$ cat config.mk
export PLATFORM = sky130hd
export DESIGN_NAME = cordic_rotate
export DESIGN_NICKNAME = d
export VERILOG_FILES = /design/src/rtl/cordic_rotate.sv
export SDC_FILE = /design/constraint.sdc
export NUM_CORES = 2
export LEC_CHECK = 0
export CAP_MARGIN = 10
export CORE_MARGIN = 5
export CORE_UTILIZATION = 60
export DETAILED_ROUTE_END_ITERATION = 7
export PLACE_DENSITY = 0.77
export RECOVER_POWER = 25
export SYNTH_ARGS = -nofsm -noshare
export SYNTH_HDL_FRONTEND = slang
export SYNTH_SLANG_ARGS = --single-unit
$ cat constraint.sdc
create_clock -name clk -period 33.3 [get_ports clk]
set_input_delay 9.99 -clock clk [delete_from_list [all_inputs] [get_ports clk]]
set_output_delay 9.99 -clock clk [all_outputs]
set_load 0.01 [all_outputs]
$ cat src/rtl/cordic_rotate.sv
// Pipelined rotation-mode CORDIC: rotates (x_i, y_i) by z_i, gain K ~ 1.6468.
// Define PHASE_ACC_EN to treat z_i as a frequency word integrated by a phase accumulator.
module cordic_rotate #(
    parameter int DATA_W = 12,
    parameter int ITER   = 12,
    parameter int GUARD  = 2
) (
    input  logic                     clk,
    input  logic                     rst,
    input  logic signed [DATA_W-1:0] x_i,
    input  logic signed [DATA_W-1:0] y_i,
    input  logic signed [DATA_W-1:0] z_i,
    input  logic                     valid_i,
    input  logic                     acc_clr_i,
    output logic signed [DATA_W+1:0] x_o,
    output logic signed [DATA_W+1:0] y_o,
    output logic                     valid_o
);

    localparam int XW = DATA_W + 2 + GUARD;
    localparam int ZW = DATA_W + GUARD;

    typedef logic signed [XW-1:0]       xw_t;
    typedef logic signed [ZW-1:0]       zw_t;
    typedef logic signed [DATA_W+1:0]   xo_t;

    localparam zw_t Z_HALF_PI = zw_t'(1) <<< (ZW - 2);

    // atan(2^-i) in units where 2^31 == pi; rescaled with rounding to ZW bits below.
    function automatic logic [31:0] atan_t32(input int i);
        case (i)
            0:  atan_t32 = 32'd536870912;
            1:  atan_t32 = 32'd316933406;
            2:  atan_t32 = 32'd167458907;
            3:  atan_t32 = 32'd85004756;
            4:  atan_t32 = 32'd42667331;
            5:  atan_t32 = 32'd21354465;
            6:  atan_t32 = 32'd10679838;
            7:  atan_t32 = 32'd5340245;
            8:  atan_t32 = 32'd2670163;
            9:  atan_t32 = 32'd1335087;
            10: atan_t32 = 32'd667544;
            11: atan_t32 = 32'd333772;
            12: atan_t32 = 32'd166886;
            13: atan_t32 = 32'd83443;
            14: atan_t32 = 32'd41722;
            15: atan_t32 = 32'd20861;
            16: atan_t32 = 32'd10430;
            17: atan_t32 = 32'd5215;
            18: atan_t32 = 32'd2608;
            19: atan_t32 = 32'd1304;
            20: atan_t32 = 32'd652;
            21: atan_t32 = 32'd326;
            22: atan_t32 = 32'd163;
            23: atan_t32 = 32'd81;
            24: atan_t32 = 32'd41;
            25: atan_t32 = 32'd20;
            26: atan_t32 = 32'd10;
            27: atan_t32 = 32'd5;
            28: atan_t32 = 32'd3;
            29: atan_t32 = 32'd1;
            30: atan_t32 = 32'd1;
            default: atan_t32 = 32'd0;
        endcase
    endfunction

    function automatic zw_t atan_z(input int i);
        logic [32:0] t;
        t = {1'b0, atan_t32(i)} + (33'd1 << (31 - ZW));
        return zw_t'(t >> (32 - ZW));
    endfunction

    logic signed [DATA_W-1:0] src_x, src_y, src_z;
    logic                     src_v;

`ifdef PHASE_ACC_EN
    logic signed [DATA_W-1:0] xin_q, xin_d, yin_q, yin_d, acc_q, acc_d;
    logic                     vin_q, vin_d;

    // The sample arriving with acc_clr_i sees angle 0, not the old phase.
    always_comb begin
        xin_d = x_i;
        yin_d = y_i;
        vin_d = valid_i;
        acc_d = acc_q;
        if (acc_clr_i)
            acc_d = '0;
        else if (valid_i)
            acc_d = acc_q + z_i;
    end

    always_ff @(posedge clk or posedge rst) begin
        if (rst) begin
            xin_q <= '0;
            yin_q <= '0;
            vin_q <= 1'b0;
            acc_q <= '0;
        end else begin
            xin_q <= xin_d;
            yin_q <= yin_d;
            vin_q <= vin_d;
            acc_q <= acc_d;
        end
    end

    assign src_x = xin_q;
    assign src_y = yin_q;
    assign src_z = acc_q;
    assign src_v = vin_q;
`else
    logic acc_clr_unused;
    assign acc_clr_unused = acc_clr_i;

    assign src_x = x_i;
    assign src_y = y_i;
    assign src_z = z_i;
    assign src_v = valid_i;
`endif

    // Index 0 is the pre-rotation register; index i+1 holds the result of micro-rotation i.
    // The final angle residual is never needed, so z stops one register short of x/y.
    xw_t              x_q [0:ITER];
    xw_t              x_d [0:ITER];
    xw_t              y_q [0:ITER];
    xw_t              y_d [0:ITER];
    zw_t              z_q [0:ITER-1];
    zw_t              z_d [0:ITER-1];
    logic [ITER+1:0]  vld_pipe_q, vld_pipe_d;
    xo_t              xo_q, xo_d, yo_q, yo_d;

    xw_t  x_ext, y_ext;
    zw_t  z_ext;
    logic pre_rot;

    always_comb begin
        xw_t xs, ys;

        x_ext = xw_t'(src_x) <<< GUARD;
        y_ext = xw_t'(src_y) <<< GUARD;
        z_ext = zw_t'(src_z) <<< GUARD;

        // Fold angles in (pi/2, pi] and [-pi, -pi/2) by a half turn; +pi/2 itself converges unfolded.
        pre_rot = (z_ext[ZW-1] != z_ext[ZW-2]) && (z_ext != Z_HALF_PI);
        x_d[0] = pre_rot ? -x_ext : x_ext;
        y_d[0] = pre_rot ? -y_ext : y_ext;
        z_d[0] = pre_rot ? {~z_ext[ZW-1], z_ext[ZW-2:0]} : z_ext;

        for (int i = 0; i < ITER; i++) begin
            xs = x_q[i] >>> i;
            ys = y_q[i] >>> i;
            if (!z_q[i][ZW-1]) begin
                x_d[i+1] = x_q[i] - ys;
                y_d[i+1] = y_q[i] + xs;
            end else begin
                x_d[i+1] = x_q[i] + ys;
                y_d[i+1] = y_q[i] - xs;
            end
        end

        for (int i = 1; i < ITER; i++) begin
            if (!z_q[i-1][ZW-1])
                z_d[i] = z_q[i-1] - atan_z(i - 1);
            else
                z_d[i] = z_q[i-1] + atan_z(i - 1);
        end

        xo_d       = xo_t'(x_q[ITER] >>> GUARD);
        yo_d       = xo_t'(y_q[ITER] >>> GUARD);
        vld_pipe_d = {vld_pipe_q[ITER:0], src_v};
    end

    always_ff @(posedge clk or posedge rst) begin
        if (rst) begin
            for (int i = 0; i <= ITER; i++) begin
                x_q[i] <= '0;
                y_q[i] <= '0;
            end
            for (int i = 0; i < ITER; i++)
                z_q[i] <= '0;
            vld_pipe_q <= '0;
            xo_q       <= '0;
            yo_q       <= '0;
        end else begin
            for (int i = 0; i <= ITER; i++) begin
                x_q[i] <= x_d[i];
                y_q[i] <= y_d[i];
            end
            for (int i = 0; i < ITER; i++)
                z_q[i] <= z_d[i];
            vld_pipe_q <= vld_pipe_d;
            xo_q       <= xo_d;
            yo_q       <= yo_d;
        end
    end

    assign x_o     = xo_q;
    assign y_o     = yo_q;
    assign valid_o = vld_pipe_q[ITER+1];

endmodule

==> flow_metrics.env <==
export IMPL_outcome="finished with violations"
export IMPL_violations="capacitance limit, slew limit"
export IMPL_start_util_pct=60.3
export IMPL_worstPathArrival_ps=14820
export IMPL_ys_top_cells_by_area="dfrtp_1, ha_1, xnor2_1"
export IMPL_worst_pin_slew_ps=1720
export IMPL_synth_area_um2=41200
export IMPL_clock_latency_ps=620
export IMPL_h_tree_depth=3
export IMPL_grt_use_total_pct=23.6
export IMPL_rows=96
export IMPL_cts_root_buf="clkbuf_16"
export IMPL_ys_ff_latch=593
export IMPL_clk_pin_slew_ps=60
export IMPL_fin_crit_sh_pct=42.7
export IMPL_grt_ovfl_total=0
export IMPL_postSynthCellCount=4292
export IMPL_cts_sinks=593
export IMPL_async_reset_ff_share_pct=100
export IMPL_layout_commonest_cell="dfrtp_1"
export IMPL_dr_pass1_iters=5
export IMPL_crit_family="buffers and inverters"
export IMPL_postCtsSetupBuffers=0
export IMPL_endpoint_kind="asynchronous set/reset pin"
export IMPL_dp_cells=5198
export IMPL_avgSynthCellArea_um2=9.61
export IMPL_drv_cap=3
export IMPL_criticalPathCategory="input port to asynchronous set/reset pin"
export IMPL_post_dp_cell_area_um2=42900
export IMPL_vias_per_cell=5.83
export IMPL_antenna_left=0
export IMPL_routed_wl_um=86500
export IMPL_area_growth_pct=9.40
export IMPL_holdCritPathClass="flop to flop"
export IMPL_hold_violations=0
export IMPL_fp_dieW_um=272
export IMPL_slowest_stage="buf_4"
export IMPL_start_kind="input port"
export IMPL_cp_max_fo=159
export IMPL_nNetsFinal=5011
export IMPL_crit_buf_inv=6
export IMPL_ys_seq_area_share_pct=36.0
export IMPL_via_count=31000
export IMPL_wire_per_inst_um=16.3
export IMPL_cts_resized=0
export IMPL_diodes=0
export IMPL_final_cell_mix="dfrtp_1, ha_1, a21oi_1, xnor2_1, nor2_1"
export IMPL_fp_dieArea_um2=74100
export IMPL_setup_viol=0
export IMPL_core_um2=68300
export IMPL_rsz0062_at_grt="false"
export IMPL_port_buffer_count=67
export IMPL_yosysTopAreaCell="dfrtp_1"
export IMPL_drtIter0Drc=1703
export IMPL_grt_pass1_vias=31500
export IMPL_slew_viol_final=104
export IMPL_slowest_delay_ps=920
export IMPL_fin_cells=5320
export IMPL_drive_above_1_share_pct=3.63
export IMPL_period_minus_slack_ps=14220
export IMPL_synth_ff_type="dfrtp_1"
export IMPL_cp_common_cell="buf_4"
export IMPL_grt_start_max_net_pins=160
export IMPL_die_height_um=272
export IMPL_tritoncts="done"
export IMPL_dp_hpwl_um=65900
export IMPL_clock_tree_buffer_depth=3
export IMPL_antenna_found_initial=0
export IMPL_path_cells="clkdlybuf4s50_1 -> inv_8 -> buf_4 -> buf_4 -> buf_4 -> buf_4"
export IMPL_synth_warnings=0
export IMPL_cts_made_buffers=69
export IMPL_rrSetupSlack_ps=28330
export IMPL_synthDistinctLibCells=74
export IMPL_netlist_area_leader_share_pct=36.0
export IMPL_cts_hold_buf=0
export IMPL_cp_required_ps=33900
export IMPL_drc_errors=0
export IMPL_clock_skew_final_ps=26.9
export IMPL_grt_pass1_wl_um=149000
export IMPL_relSlewSlack_pct=-15.0
export IMPL_syn_num_nets=4916
export IMPL_synth_edf_count=0
export IMPL_io_pins=69
export IMPL_n_fill_cell=5302
export IMPL_fmax_ghz=0.0703
export IMPL_setup_tns_ps=0
export IMPL_postLayoutCellArea_um2=45100
export IMPL_gp_congestion=0.881
-- area by class of cell --
type / instances / area [um^2] / area share (%)
clock buffers: 98 / 2020 / 4.47
clock inverters: 24 / 235 / 0.521
inverters: 275 / 1040 / 2.30
multi-input cells: 3367 / 25100 / 55.7
flip-flops and latches: 593 / 14800 / 32.9
well taps: 882 / 1100 / 2.45
repair buffers: 81 / 749 / 1.66
-- per-layer routing --
metal | vias up | share of wire [%] | track usage, %
met2 | 551 | 52 | 43.4
met4 | 0 | 2.6 | 7.30
met3 | 169 | 3.3 | 2.73
li1 | 15400 | - | -
met1 | 14900 | 43 | 29.0
met5 | - | 0 | 0
-- path summary, 6_finish.rpt --
path	cells after the start	to	startpoint
setup / recovery	6	y_q[143]	rst
hold / removal	0	vld_pipe_q[2]	vld_pipe_q[1]
max in group clk	7	y_q[207]	z_i[10]
hold reg to reg	0	vld_pipe_q[2]	vld_pipe_q[1]
min in group asynchronous	2	vld_pipe_q[3]	rst
setup reg to reg	10	y_q[142]	z_q[125]
-- flip-flops by register name (all words and copies together) (netlist names) --
name and flops:
vld_pipe_q 14, x_o 14, x_q 201, y_o 14
y_q 199, z_q 151
-- Yosys cell counts (46+ instances only) --
master / instances
nor3_1: 124
nor2_1: 338
xor2_1: 191
nand2_1: 205
xnor2_1: 396
a31oi_1: 50
dfrtp_1: 593
inv_1: 273
a21o_1: 113
nand2b_1: 56
a21oi_1: 402
o21bai_1: 54
clkbuf_1: 46
ha_1: 554
o21ai_0: 211
nand3_1: 54
o21a_1: 60
nor2b_1: 50
-- metrics by stage --
stage          util (%)  hold WS [ps]  worst slack [ps]
2_1_floorplan         -           331              6710
3_3_place_gp       62.8           332             18270
3_5_place_dp       62.8           335             18150
4_1_cts            66.1           347             18770
5_1_grt            66.0           354             18040
6_report           66.0           344             19080
-- cell families after synthesis --
logic type | share of synthesized area [%]
AOI/OAI and AO/OA | 17.0
xor gates and xnor gates | 12.5
adders and majority gates | 18.3
buffers and inverters | 3.07
DFF | 36.0
muxes | 1.16
other | 0.00909
and+or+nand+nor | 12.0
Power is left out: the tool's default activity adds up to more than one toggle a clock period on the data nets, which glitch-free logic cannot reach.
